File: config.mk
export PLATFORM = sky130hd
export DESIGN_NAME = active_list
export DESIGN_NICKNAME = d
export VERILOG_FILES = /design/src/rtl/active_list_pkg.sv /design/src/rtl/active_list.sv
export SDC_FILE = /design/constraint.sdc
export NUM_CORES = 1
export LEC_CHECK = 0
export BUFFER_PORTS_ARGS = -buffer_cell sky130_fd_sc_hd__buf_2
export CAP_MARGIN = 40
export CORE_AREA = 2 2 207 209
export CTS_BUF_LIST = sky130_fd_sc_hd__clkbuf_8
export DETAILED_ROUTE_END_ITERATION = 8
export DIE_AREA = 0 0 209 211
export PLACE_DENSITY = 0.67
export RECOVER_POWER = 100
export SYNTH_ARGS = -nofsm -noshare
export SYNTH_HDL_FRONTEND = slang
export SYNTH_SLANG_ARGS = --single-unit
File: constraint.sdc
create_clock -name clk -period 4.5 [get_ports clk]
set_clock_uncertainty 0.05 [all_clocks]
set_input_delay 0.45 -clock clk [delete_from_list [all_inputs] [get_ports clk]]
set_output_delay 0.45 -clock clk [all_outputs]
set_load 0.01 [all_outputs]
File: src/rtl/active_list_pkg.sv
// Shared constants for the in-order retirement buffer.
// Depth, FSM encoding and physical register width helpers.
package active_list_pkg;

  typedef enum logic {
    IDLE     = 1'b0,
    ROLLBACK = 1'b1
  } al_state_e;

  function automatic int depth_of(input int idx_w);
    return 1 << idx_w;
  endfunction

  function automatic int paddr_w(input int reg_w);
    return reg_w + 1;
  endfunction

endpackage

File: src/rtl/active_list.sv
// Active list: allocates in rename order, retires in order,
// and unwinds uncommitted entries youngest-first on flush.
module active_list
  import active_list_pkg::*;
#(
  parameter int ADDR_WIDTH      = 32,
  parameter int REG_ADDR_WIDTH  = 5,
  parameter int FREE_LIST_WIDTH = 3
) (
  input  logic                      clk,
  input  logic                      rst_n,
  input  logic                      flush,
  input  logic                      alloc_en,
  input  logic [ADDR_WIDTH-1:0]     alloc_pc,
  input  logic                      alloc_wb_reg,
  input  logic [REG_ADDR_WIDTH-1:0] alloc_virtual_addr,
  input  logic [REG_ADDR_WIDTH:0]   alloc_physical_addr,
  input  logic [REG_ADDR_WIDTH:0]   alloc_old_physical_addr,
  output logic                      alloc_ready,
  output logic [FREE_LIST_WIDTH-1:0] alloc_index,
  input  logic                      complete_en,
  input  logic [FREE_LIST_WIDTH-1:0] complete_index,
  output logic                      commit_valid,
  output logic [ADDR_WIDTH-1:0]     commit_pc,
  output logic                      commit_wb_reg,
  output logic [REG_ADDR_WIDTH-1:0] commit_virtual_addr,
  output logic [REG_ADDR_WIDTH:0]   commit_physical_addr,
  output logic [REG_ADDR_WIDTH:0]   commit_old_physical_addr,
  output logic                      rollback_valid,
  output logic                      rollback_wb_reg,
  output logic [REG_ADDR_WIDTH-1:0] rollback_virtual_addr,
  output logic [REG_ADDR_WIDTH:0]   rollback_physical_addr,
  output logic [REG_ADDR_WIDTH:0]   rollback_old_physical_addr,
  output logic                      busy,
  output logic                      full,
  output logic                      empty,
  output logic [FREE_LIST_WIDTH:0]  count
);

  localparam int DEPTH = depth_of(FREE_LIST_WIDTH);
  localparam int PW    = paddr_w(REG_ADDR_WIDTH);
  localparam int IW    = FREE_LIST_WIDTH;
  localparam int CW    = FREE_LIST_WIDTH + 1;

  localparam logic [CW-1:0] ONE_C  = CW'(1);
  localparam logic [CW-1:0] FULL_C = CW'(DEPTH);
  localparam logic [IW-1:0] STEP_C = IW'(1);

  logic [DEPTH-1:0]          valid_q;
  logic [DEPTH-1:0]          done_q;
  logic [ADDR_WIDTH-1:0]     pc_q    [DEPTH];
  logic                      wb_q    [DEPTH];
  logic [REG_ADDR_WIDTH-1:0] vaddr_q [DEPTH];
  logic [PW-1:0]             paddr_q [DEPTH];
  logic [PW-1:0]             opaddr_q[DEPTH];

  logic [IW-1:0] head_q, tail_q, tail_m1;
  logic [CW-1:0] count_q, count_d;
  al_state_e     state_q, state_d;
  logic          full_q, empty_q;

  logic alloc_fire, commit_fire, cpl_fire, rb_fire;

  assign tail_m1     = tail_q - STEP_C;
  assign alloc_ready = !full_q && (state_q == IDLE);
  assign alloc_index = tail_q;
  assign alloc_fire  = alloc_en && alloc_ready && !flush;

  assign commit_fire = (state_q == IDLE) && (count_q != '0) &&
                       valid_q[head_q] && done_q[head_q] && !flush;

  assign cpl_fire = complete_en && (state_q == IDLE) &&
                    valid_q[complete_index] &&
                    !done_q[complete_index];

  assign rb_fire = (state_q == ROLLBACK) && (count_q != '0);

  always_comb begin
    state_d = state_q;
    unique case (state_q)
      IDLE:
        if (flush && count_q != '0) state_d = ROLLBACK;
      ROLLBACK:
        if (count_q <= ONE_C) state_d = IDLE;
      default: state_d = IDLE;
    endcase
  end

  always_comb begin
    count_d = count_q;
    unique case (1'b1)
      rb_fire:                     count_d = count_q - ONE_C;
      alloc_fire && !commit_fire:  count_d = count_q + ONE_C;
      commit_fire && !alloc_fire:  count_d = count_q - ONE_C;
      default: ;
    endcase
  end

  // Status and pointers; payload arrays need no reset.
  always_ff @(posedge clk or negedge rst_n) begin
    if (!rst_n) begin
      state_q <= IDLE;
      head_q  <= '0;
      tail_q  <= '0;
      count_q <= '0;
      full_q  <= 1'b0;
      empty_q <= 1'b1;
      valid_q <= '0;
      done_q  <= '0;
    end else begin
      state_q <= state_d;
      count_q <= count_d;
      full_q  <= (count_d == FULL_C);
      empty_q <= (count_d == '0);
      if (cpl_fire) done_q[complete_index] <= 1'b1;
      if (commit_fire) begin
        valid_q[head_q] <= 1'b0;
        done_q[head_q]  <= 1'b0;
        head_q          <= head_q + STEP_C;
      end
      if (alloc_fire) begin
        valid_q[tail_q] <= 1'b1;
        done_q[tail_q]  <= 1'b0;
        tail_q          <= tail_q + STEP_C;
      end
      if (rb_fire) begin
        valid_q[tail_m1] <= 1'b0;
        done_q[tail_m1]  <= 1'b0;
        tail_q           <= tail_m1;
      end
    end
  end

  always_ff @(posedge clk) begin
    if (alloc_fire) begin
      pc_q[tail_q]     <= alloc_pc;
      wb_q[tail_q]     <= alloc_wb_reg;
      vaddr_q[tail_q]  <= alloc_virtual_addr;
      paddr_q[tail_q]  <= alloc_physical_addr;
      opaddr_q[tail_q] <= alloc_old_physical_addr;
    end
  end

  always_ff @(posedge clk or negedge rst_n) begin
    if (!rst_n) begin
      commit_valid               <= 1'b0;
      commit_pc                  <= '0;
      commit_wb_reg              <= 1'b0;
      commit_virtual_addr        <= '0;
      commit_physical_addr       <= '0;
      commit_old_physical_addr   <= '0;
      rollback_valid             <= 1'b0;
      rollback_wb_reg            <= 1'b0;
      rollback_virtual_addr      <= '0;
      rollback_physical_addr     <= '0;
      rollback_old_physical_addr <= '0;
    end else begin
      commit_valid   <= commit_fire;
      rollback_valid <= rb_fire;
      if (commit_fire) begin
        commit_pc                <= pc_q[head_q];
        commit_wb_reg            <= wb_q[head_q];
        commit_virtual_addr      <= vaddr_q[head_q];
        commit_physical_addr     <= paddr_q[head_q];
        commit_old_physical_addr <= opaddr_q[head_q];
      end
      if (rb_fire) begin
        rollback_wb_reg            <= wb_q[tail_m1];
        rollback_virtual_addr      <= vaddr_q[tail_m1];
        rollback_physical_addr     <= paddr_q[tail_m1];
        rollback_old_physical_addr <= opaddr_q[tail_m1];
      end
    end
  end

  assign busy  = (state_q == ROLLBACK);
  assign full  = full_q;
  assign empty = empty_q;
  assign count = count_q;

endmodule

==> out/summary.md, run 1 <==
The flow ran to the end, but the final reports show violations. The final reports fail on max-capacitance violations, max-slew violations. IR analysis of the VDD net gives a maximum drop of 427 uV.

The global placement routability congestion is 0.835, and the data arrival time of the critical path is 3890 ps. Counting flops with an async set or reset pin after synthesis yields a share of 19.8%. At the later pin of the worst-skew pair, clock insertion delay measures 620 ps.

In the final routed layout, each cell accounts on average for 23.9 um. The min-delay analysis places its worst path in the category input port to flop. The shortest clock period the worst path allows after layout was 3710 ps; the area overhead of the layout relative to synthesis was 13.6%. In this run the count of I/O pins placed on the die edge is 139. The number of endpoints with negative hold slack in the final report is 0, and the power density normalized to cell area is 557 nW/um^2. Dividing the synthesized area by the synthesized cell count gives 14.5 sq um. TritonCTS built the clock tree.

The synthesized design contains 400 enable-type register cells. The via count of the first global-routing pass is 13168. After synthesis, flip-flops and latches occupy 70.1% of the total area. For this run, the number of Yosys warnings is 0.

Setup violations remaining at the end of the flow were counted as 0. Half-perimeter wire length of the detailed placement result: 29.0 mm. For this run, the share of the core covered by cells in the final layout is 56.3%. Counting distinct cell types in the post-synthesis netlist gives 52. The average via count per standard cell is 6.05. Traced cell by cell, the critical path runs through clkbuf_1, nand2b_1, or3_1, clkinvlp_2, clkbuf_4. The startpoint type of the worst setup path is a flop.

The final routed DRC violation total is 0. In this run the horizontal extent of the chip is 209 um. The library cells used most frequently in the layout, excluding fill and tap cells, are edfxtp_1, clkbuf_1, a21oi_1. The worst stage delay on the critical path is 1020 ps, and the core region area is 41800 sq um. CTS built an H-tree with a depth of 3. Leakage power: 7.84 nW. The clock-pin slew of the registers on the worst-case setup and hold paths works out to 60 ps. Slowest library cell on the worst path: clkbuf_1. The first routing iteration left 1409 violations. The tightest slew margin relative to the limit is -31.7%, and the post-layout instance area is 23500 sq um.

Total negative slack: 0 ps. Critical path class: flop to flop. At the pin with the least slew margin, the transition time is 1980 ps.

The die extent in y is 211 um, and the overall die area is 44100 sq um. The tool flagged a number of max-cap violations equal to 3. The pre-antenna-repair detailed-routing pass consisted of 6 iterations. Setup repair after global routing left no endpoint under its margin. In this run the clock root is driven by a clkbuf_8. Leaving out fill and tap cells, the most frequent cell in the layout is edfxtp_1.

Maximum fanout encountered on the critical timing path: 40. The initial utilization of the core area, before any placement, comes to 49.5%. The run gives 23.7% as the overall routing resource usage. The data required time at the worst endpoint came out at 4690 ps. The largest registers in the layout are pc_q: 256 flops, opaddr_q: 48 flops, paddr_q: 48 flops. For this run, the leading register cell type out of synthesis is edfxtp_1.

The sum of overflow across all layers after global routing is 0, and the instance count of the mapped netlist is 1424. Synthesis produced a netlist with a net count of 1488. The clock tree buffer depth was 3. The first global-routing pass estimated 78.7 mm of wire. After synthesis the netlist holds a flip-flop and latch count of 499. The number of clock sinks is 499. The run gives 65 as the largest net degree at the start of global routing. The register with the most flip-flops in the layout has 256 of them.

The sort of element at the end of the critical path was a flop. The number of pins exceeding their max-slew limit in the final report was 121. The register with the most flip-flops in the final layout is pc_q. Row generation in the floorplan step produced 75 rows. The total wirelength of the detailed-routed design came out at 51.9 mm.

After clock tree synthesis, the setup repair step added 0 buffers. Clock tree synthesis inserted a total of 78 buffers. At the end of the flow, the number of nets in the layout was 1634.

The post-placement cell area is 22100 sq um. In the final layout, the share of cells above drive strength 1 is 14.3%. The netlist area before placement was 20700 sq um. The routed layout has 13166 vias.

The final critical path takes up 82.4% of the cycle. Once detail routing completed, the nets flagged for antenna violations numbered 0. Buffers placed on the I/O ports in this run total 138. The post-CTS resize count is 0, and the initial antenna violation count is 4. The logs give 270 MHz for the fmax and 83.7 ps for the worst hold slack.
[worst max-delay path, delay by kind of cell (launching register included)]
| kind | cells | cell delay [ps] |
|---|---|---|
| buf+inv | 3 | 2260 |
| simple gates | 2 | 530 |
| flops | 1 | 410 |
[what timing repair did]
| item | in CTS | in global routing |
|---|---|---|
| endpoints found under the hold margin | 55 | 0 |
| endpoints found under the setup margin | 0 | 0 |
| hold buffers | 1 | 0 |
[synth_stat cells, types with 9 or more instances]
cell type / number / area share (%)
clkbuf_1: 89 / 1.6
o221ai_1: 25 / 1.1
a211oi_1: 27 / 0.98
nor2_1: 115 / 2.1
a22o_1: 26 / 1.1
mux2i_1: 85 / 4.1
a22oi_1: 26 / 0.94
nand3_1: 27 / 0.65
mux4_2: 19 / 2.1
a21oi_1: 130 / 3.1
o21a_1: 24 / 0.87
nor4_1: 12 / 0.36
o22ai_1: 11 / 0.33
mux2_2: 50 / 2.7
inv_1: 15 / 0.27
buf_1: 14 / 0.25
o211ai_1: 9 / 0.33
a221oi_1: 48 / 2.0
edfxtp_1: 400 / 58
dfrtp_1: 98 / 12
o21ai_0: 29 / 0.70
nand2_1: 56 / 1.0
a31oi_1: 9 / 0.27
[final timing paths]
| kind | start | to | slack [ps] | cells after the start |
|---|---|---|---|---|
| worst max-delay path | alloc_index[0]$_DFFE_PN0P_ | pc_q[3][8]$_DFFE_PP_ | 790 | 5 |
| worst min-delay path | flush | busy$_DFF_PN0_ | 80 | 2 |
| worst max register to register | alloc_index[0]$_DFFE_PN0P_ | pc_q[3][8]$_DFFE_PP_ | 790 | 5 |
| worst min register to register | rollback_old_physical_addr[1]$_DFFE_PN0N_ | rollback_old_physical_addr[1]$_DFFE_PN0N_ | 430 | 2 |
| min in group asynchronous | rst_n | commit_pc[30]$_DFFE_PN0N_ | 440 | 2 |
| max in group asynchronous | rst_n | commit_physical_addr[1]$_DFFE_PN0N_ | 1930 | 3 |
[routing by layer]
layer,wire (um),track usage (%)
met3,4110,5.08
met5,24,0
met2,24900,38.1
met4,1060,7.88
met1,21800,32.5
[cells by family (layout without fill, tap and decap cells)]
kind of cell | count (synthesis) | in the layout | synth area share (%)
AOI/OAI and AO/OA | 379 | 379 | 12.5
xor gates and xnor gates | 8 | 8 | 0.339
adders and majority gates | 7 | 7 | 0.411
buffers and inverters | 129 | 340 | 2.41
DFF | 499 | 499 | 70.1
muxes | 154 | 154 | 8.91
other | 0 | 2 | 0
and+or+nand+nor | 248 | 248 | 5.33
[final cells by class]
type	count	area, sq um
fillers	3326	18300
flip-flops and latches	499	14500
multi-input cells	796	5730
clock buffers	91	1250
repair buffers	177	961
well taps	539	674
clock inverters	54	304
inverters	18	73.8
diodes	2	5.00
[report_power, final]
part | internal [mW] | switching [mW]
Combinational | 1.32 | 2.34
Sequential | 5.38 | 0.353
Clock | 2.02 | 1.70
Total | 8.71 | 4.39
[stage by stage]
step                      worst slack (ps)  cells  total power [mW]
after detailed placement              1190   2028              9.54
after floorplan                        836   1424              8.15
after global placement                1230   2024              9.43
final                                  792   2176              13.1
after CTS                             1150   2174              13.2
after global routing                   522   2175              13.7
No activity file was read; power rests on OpenSTA's default activity.
==> run 2, diff against run 1 <==
--- a/config.mk
+++ b/config.mk
@@ -11,7 +11,7 @@
 export CTS_BUF_LIST = sky130_fd_sc_hd__clkbuf_8
 export DETAILED_ROUTE_END_ITERATION = 8
 export DIE_AREA = 0 0 209 211
-export PLACE_DENSITY = 0.67
+export PLACE_DENSITY = 0.7
 export RECOVER_POWER = 100
 export SYNTH_ARGS = -nofsm -noshare
 export SYNTH_HDL_FRONTEND = slang
==> constraint.sdc (replaced) <==
create_clock -name clk -period 3 [get_ports clk]
set_clock_uncertainty 0.05 [all_clocks]
set_input_delay 0.3 -clock clk [delete_from_list [all_inputs] [get_ports clk]]
set_output_delay 0.3 -clock clk [all_outputs]
set_load 0.01 [all_outputs]
==> out/summary.md, run 2 (synthesis gave the netlist of run 1 again) <==
The I/O pin count is 139 (unchanged), and the maximum fanout encountered on the critical timing path is 26 (-35%). The number of input and output port buffers inserted is 138 (unchanged). In this run the critical register-to-register path is launched from busy$_DFF_PN0_.

The worst setup path is launched from a flop. The run gives 3 (unchanged) as the count of H-tree levels built during CTS. In the layout the commonest cells are edfxtp_1, clkbuf_1, a21oi_1. The fraction of final layout cells with drive strength greater than 1 is 15.4% (+1.1 points). Compared with the post-synthesis result, the final layout area differs by 16.4%.

The buffering stage count on the worst path with inverters included was 2 (-1). The tools report the global placement routability congestion as 0.921 (+10%). The worst setup path is captured at a flop. The TritonCTS buffer count came out at 78 (unchanged).

Critical path depth in cells: 4 (-1). The number of rows in the core area was 75 (unchanged); the flip-flop count of the largest register after layout was 256 (unchanged). The most critical setup path has its startpoint at busy$_DFF_PN0_.

More flip-flops sit in one register than any other, and that register is pc_q. The data arrival time of the critical path was 3040 ps (-850 ps). The tools report the insertion delay of the later-clocked pin in the worst-skew pair as 610 ps (about the same). Post-detailed-route wirelength per cell: 23.5 um (-1.8%). For the number of antenna-violating nets in the routed design, the log shows 0 (unchanged).

The run gives 0 (unchanged) as the final setup violation count. The power density normalized to cell area is 818 nW/um^2 (+47%), and the horizontal extent of the die is 209 um (unchanged). The largest net degree at the start of global routing is 114 (+75%). The fmax came out at 348 MHz (+29%).

Clock tree buffer depth: 3 (unchanged). The endpoint identified for the worst register-to-register timing path is pc_q[1][15]$_DFFE_PP_. Setup repair after global routing left no endpoint under its margin. For the data required time at the worst endpoint, the log shows 3170 ps (-1520 ps).

The tree is rooted in a clkbuf_8. TritonCTS built the clock tree. The period utilization is 95.7% (+13 points).

For the half-perimeter wire length of the detailed placement result, the log shows 30.1 mm (+3.9%). The maximum resistive drop on vdd came out at 448 uV (+4.9%). By startpoint and endpoint, the worst setup path is classified as flop to flop. The min-delay analysis places its worst path in the category input port to flop. The core region area was 41800 sq um (unchanged); the overall die area was 44100 sq um (unchanged).

The shortest clock period the worst path allows after layout was 2870 ps (-838 ps). Capture point of the worst path: pc_q[1][15]$_DFFE_PP_. The leakage power was 8.13 nW (+3.7%); the final routed DRC violation total was 0 (unchanged). The run gives 0 (unchanged) as the sum of overflow across all layers after global routing. The worst stage delay on the critical path was 790 ps (-230 ps).

The final reports fail on max-capacitance violations, max-slew violations. In the final layout, the registers with the most flip-flops are pc_q: 256 flops, opaddr_q: 48 flops, paddr_q: 48 flops. For the total negative slack, the log shows 0 ps (unchanged). In this design, the largest share of critical-path delay is due to simple AND/OR/NAND/NOR gates. The signal on the critical path passes through or4b_2, or3_1, clkinvlp_4, clkbuf_2.

The pre-CTS setup slack is 147 ps (-1050 ps), and the number of clock sinks is 499 (unchanged). The post-CTS resize count is 0 (unchanged). The run gives 29 (-76%) as the number of pins exceeding their max-slew limit in the final report. The effective utilization at floorplan came out at 49.5% (unchanged). The via count of the first global-routing pass came out at 13771 (+4.6%). The run gives 80.0 mm (+1.6%) as the wire length of the first global-routing pass.

The clock-pin slew of the registers on the worst-case setup and hold paths came out at 70 ps (about the same). The number of nets in the finished design was 1710 (+4.7%). The flow ran to the end, but the final reports show violations. For the total wirelength of the detailed-routed design, the log shows 52.8 mm (+1.6%). The number of endpoints with negative hold slack in the final report came out at 0 (unchanged). The via count was 13678 (+3.9%); the tightest slew margin relative to the limit was -40.7% (-9.0 points).

The average via count per standard cell is 6.08 (+0.43%). Worst-case reg-to-reg path depth: 4 (-1). The library cell used most frequently in the layout, excluding fill and tap cells, is edfxtp_1. The initial antenna violation count is 2 (-2), and the die extent in y is 211 um (unchanged). The total of max-cap violations is 1 (-2), and the flop-to-flop setup slack is 130 ps (-660 ps). The power consumption was 19.7 mW (+50%); the slack of the critical path was 130 ps (-662 ps).

The cell depth of the worst min-delay path was 3 (+1); the actual transition at the worst max-transition pin was 2110 ps (+135 ps). The overall routing resource usage is 23.9% (+0.21 points), and the iteration count of the initial detailed-routing pass is 5 (-1). The slowest library cell on the worst path was or4b_2. First-iteration detailed-routing DRC count: 1356 (-3.8%).
run 2: cell count changes in the layout (fill, tap and decap cells not counted), sizes merged:
cell	previous run	this run
buf	38	53
clkinv	22	19
clkinvlp	6	8
clkbuf	229	233
bufinv	3	2
dlygate4sd3	1	52
diode	2	1
inv	41	49
run 2: worst reg2reg max path, stage by stage (launching register included):
cell and delay (ps):
dfrtp_1 370, or4b_2 790, or3_1 450, clkinvlp_4 90
clkbuf_2 690
run 2: power by group:
group | switching, mW | internal (mW)
Clock | 2.59 | 2.80
Sequential | 0.448 | 8.07
Combinational | 3.64 | 2.16
run 2: final cells by class:
cell class,count,area [sq um]
Antenna cell,1,2.50
Clock buffer,85,1170
Clock inverter,60,318
Fill cell,3252,17700
Inverter,18,82.6
Multi-Input combinational cell,796,5740
Sequential cell,499,14500
Tap cell,539,674
Timing Repair Buffer,253,1580
run 2: worst min path at each step:
stage                            startpoint                         end  slack (ps)
after floorplan                       rst_n  alloc_index[0]$_DFFE_PN0P_         -50
after global placement                rst_n   commit_pc[22]$_DFFE_PN0N_         250
after detailed placement              rst_n   commit_pc[22]$_DFFE_PN0N_         250
after CTS                 complete_index[0]         done_q[7]$_DFF_PN0_           4
after global routing      complete_index[0]         done_q[7]$_DFF_PN0_          50
final                     complete_index[0]         done_q[7]$_DFF_PN0_          70
run 2: layer usage:
| metal | GRT usage (%) | vias up | wire length [um] |
|---|---|---|---|
| li1 | - | 6030 | - |
| met1 | 32.8 | 6831 | 21800 |
| met2 | 38.3 | 701 | 25300 |
| met3 | 4.61 | 114 | 4520 |
| met4 | 9.24 | 2 | 1200 |
| met5 | 0 | - | 13 |
run 2: stage by stage:
step           area, sq um  std cells  hold slack (ps)  util, %
2_1_floorplan        20700       1424            -45.6        -
3_3_place_gp         22500       2052              249     53.8
3_5_place_dp         22500       2052              251     53.8
4_1_cts              24500       2249             3.91     58.6
5_1_grt              24100       2251             46.1     57.7
6_report             24100       2251             69.3     57.7
run 2: what timing repair did:
item,4_1_cts,5_1_grt
hold endpoints to repair,428,0
setup endpoints to repair,0,4
hold buffers,52,0
buffers inserted,0,1
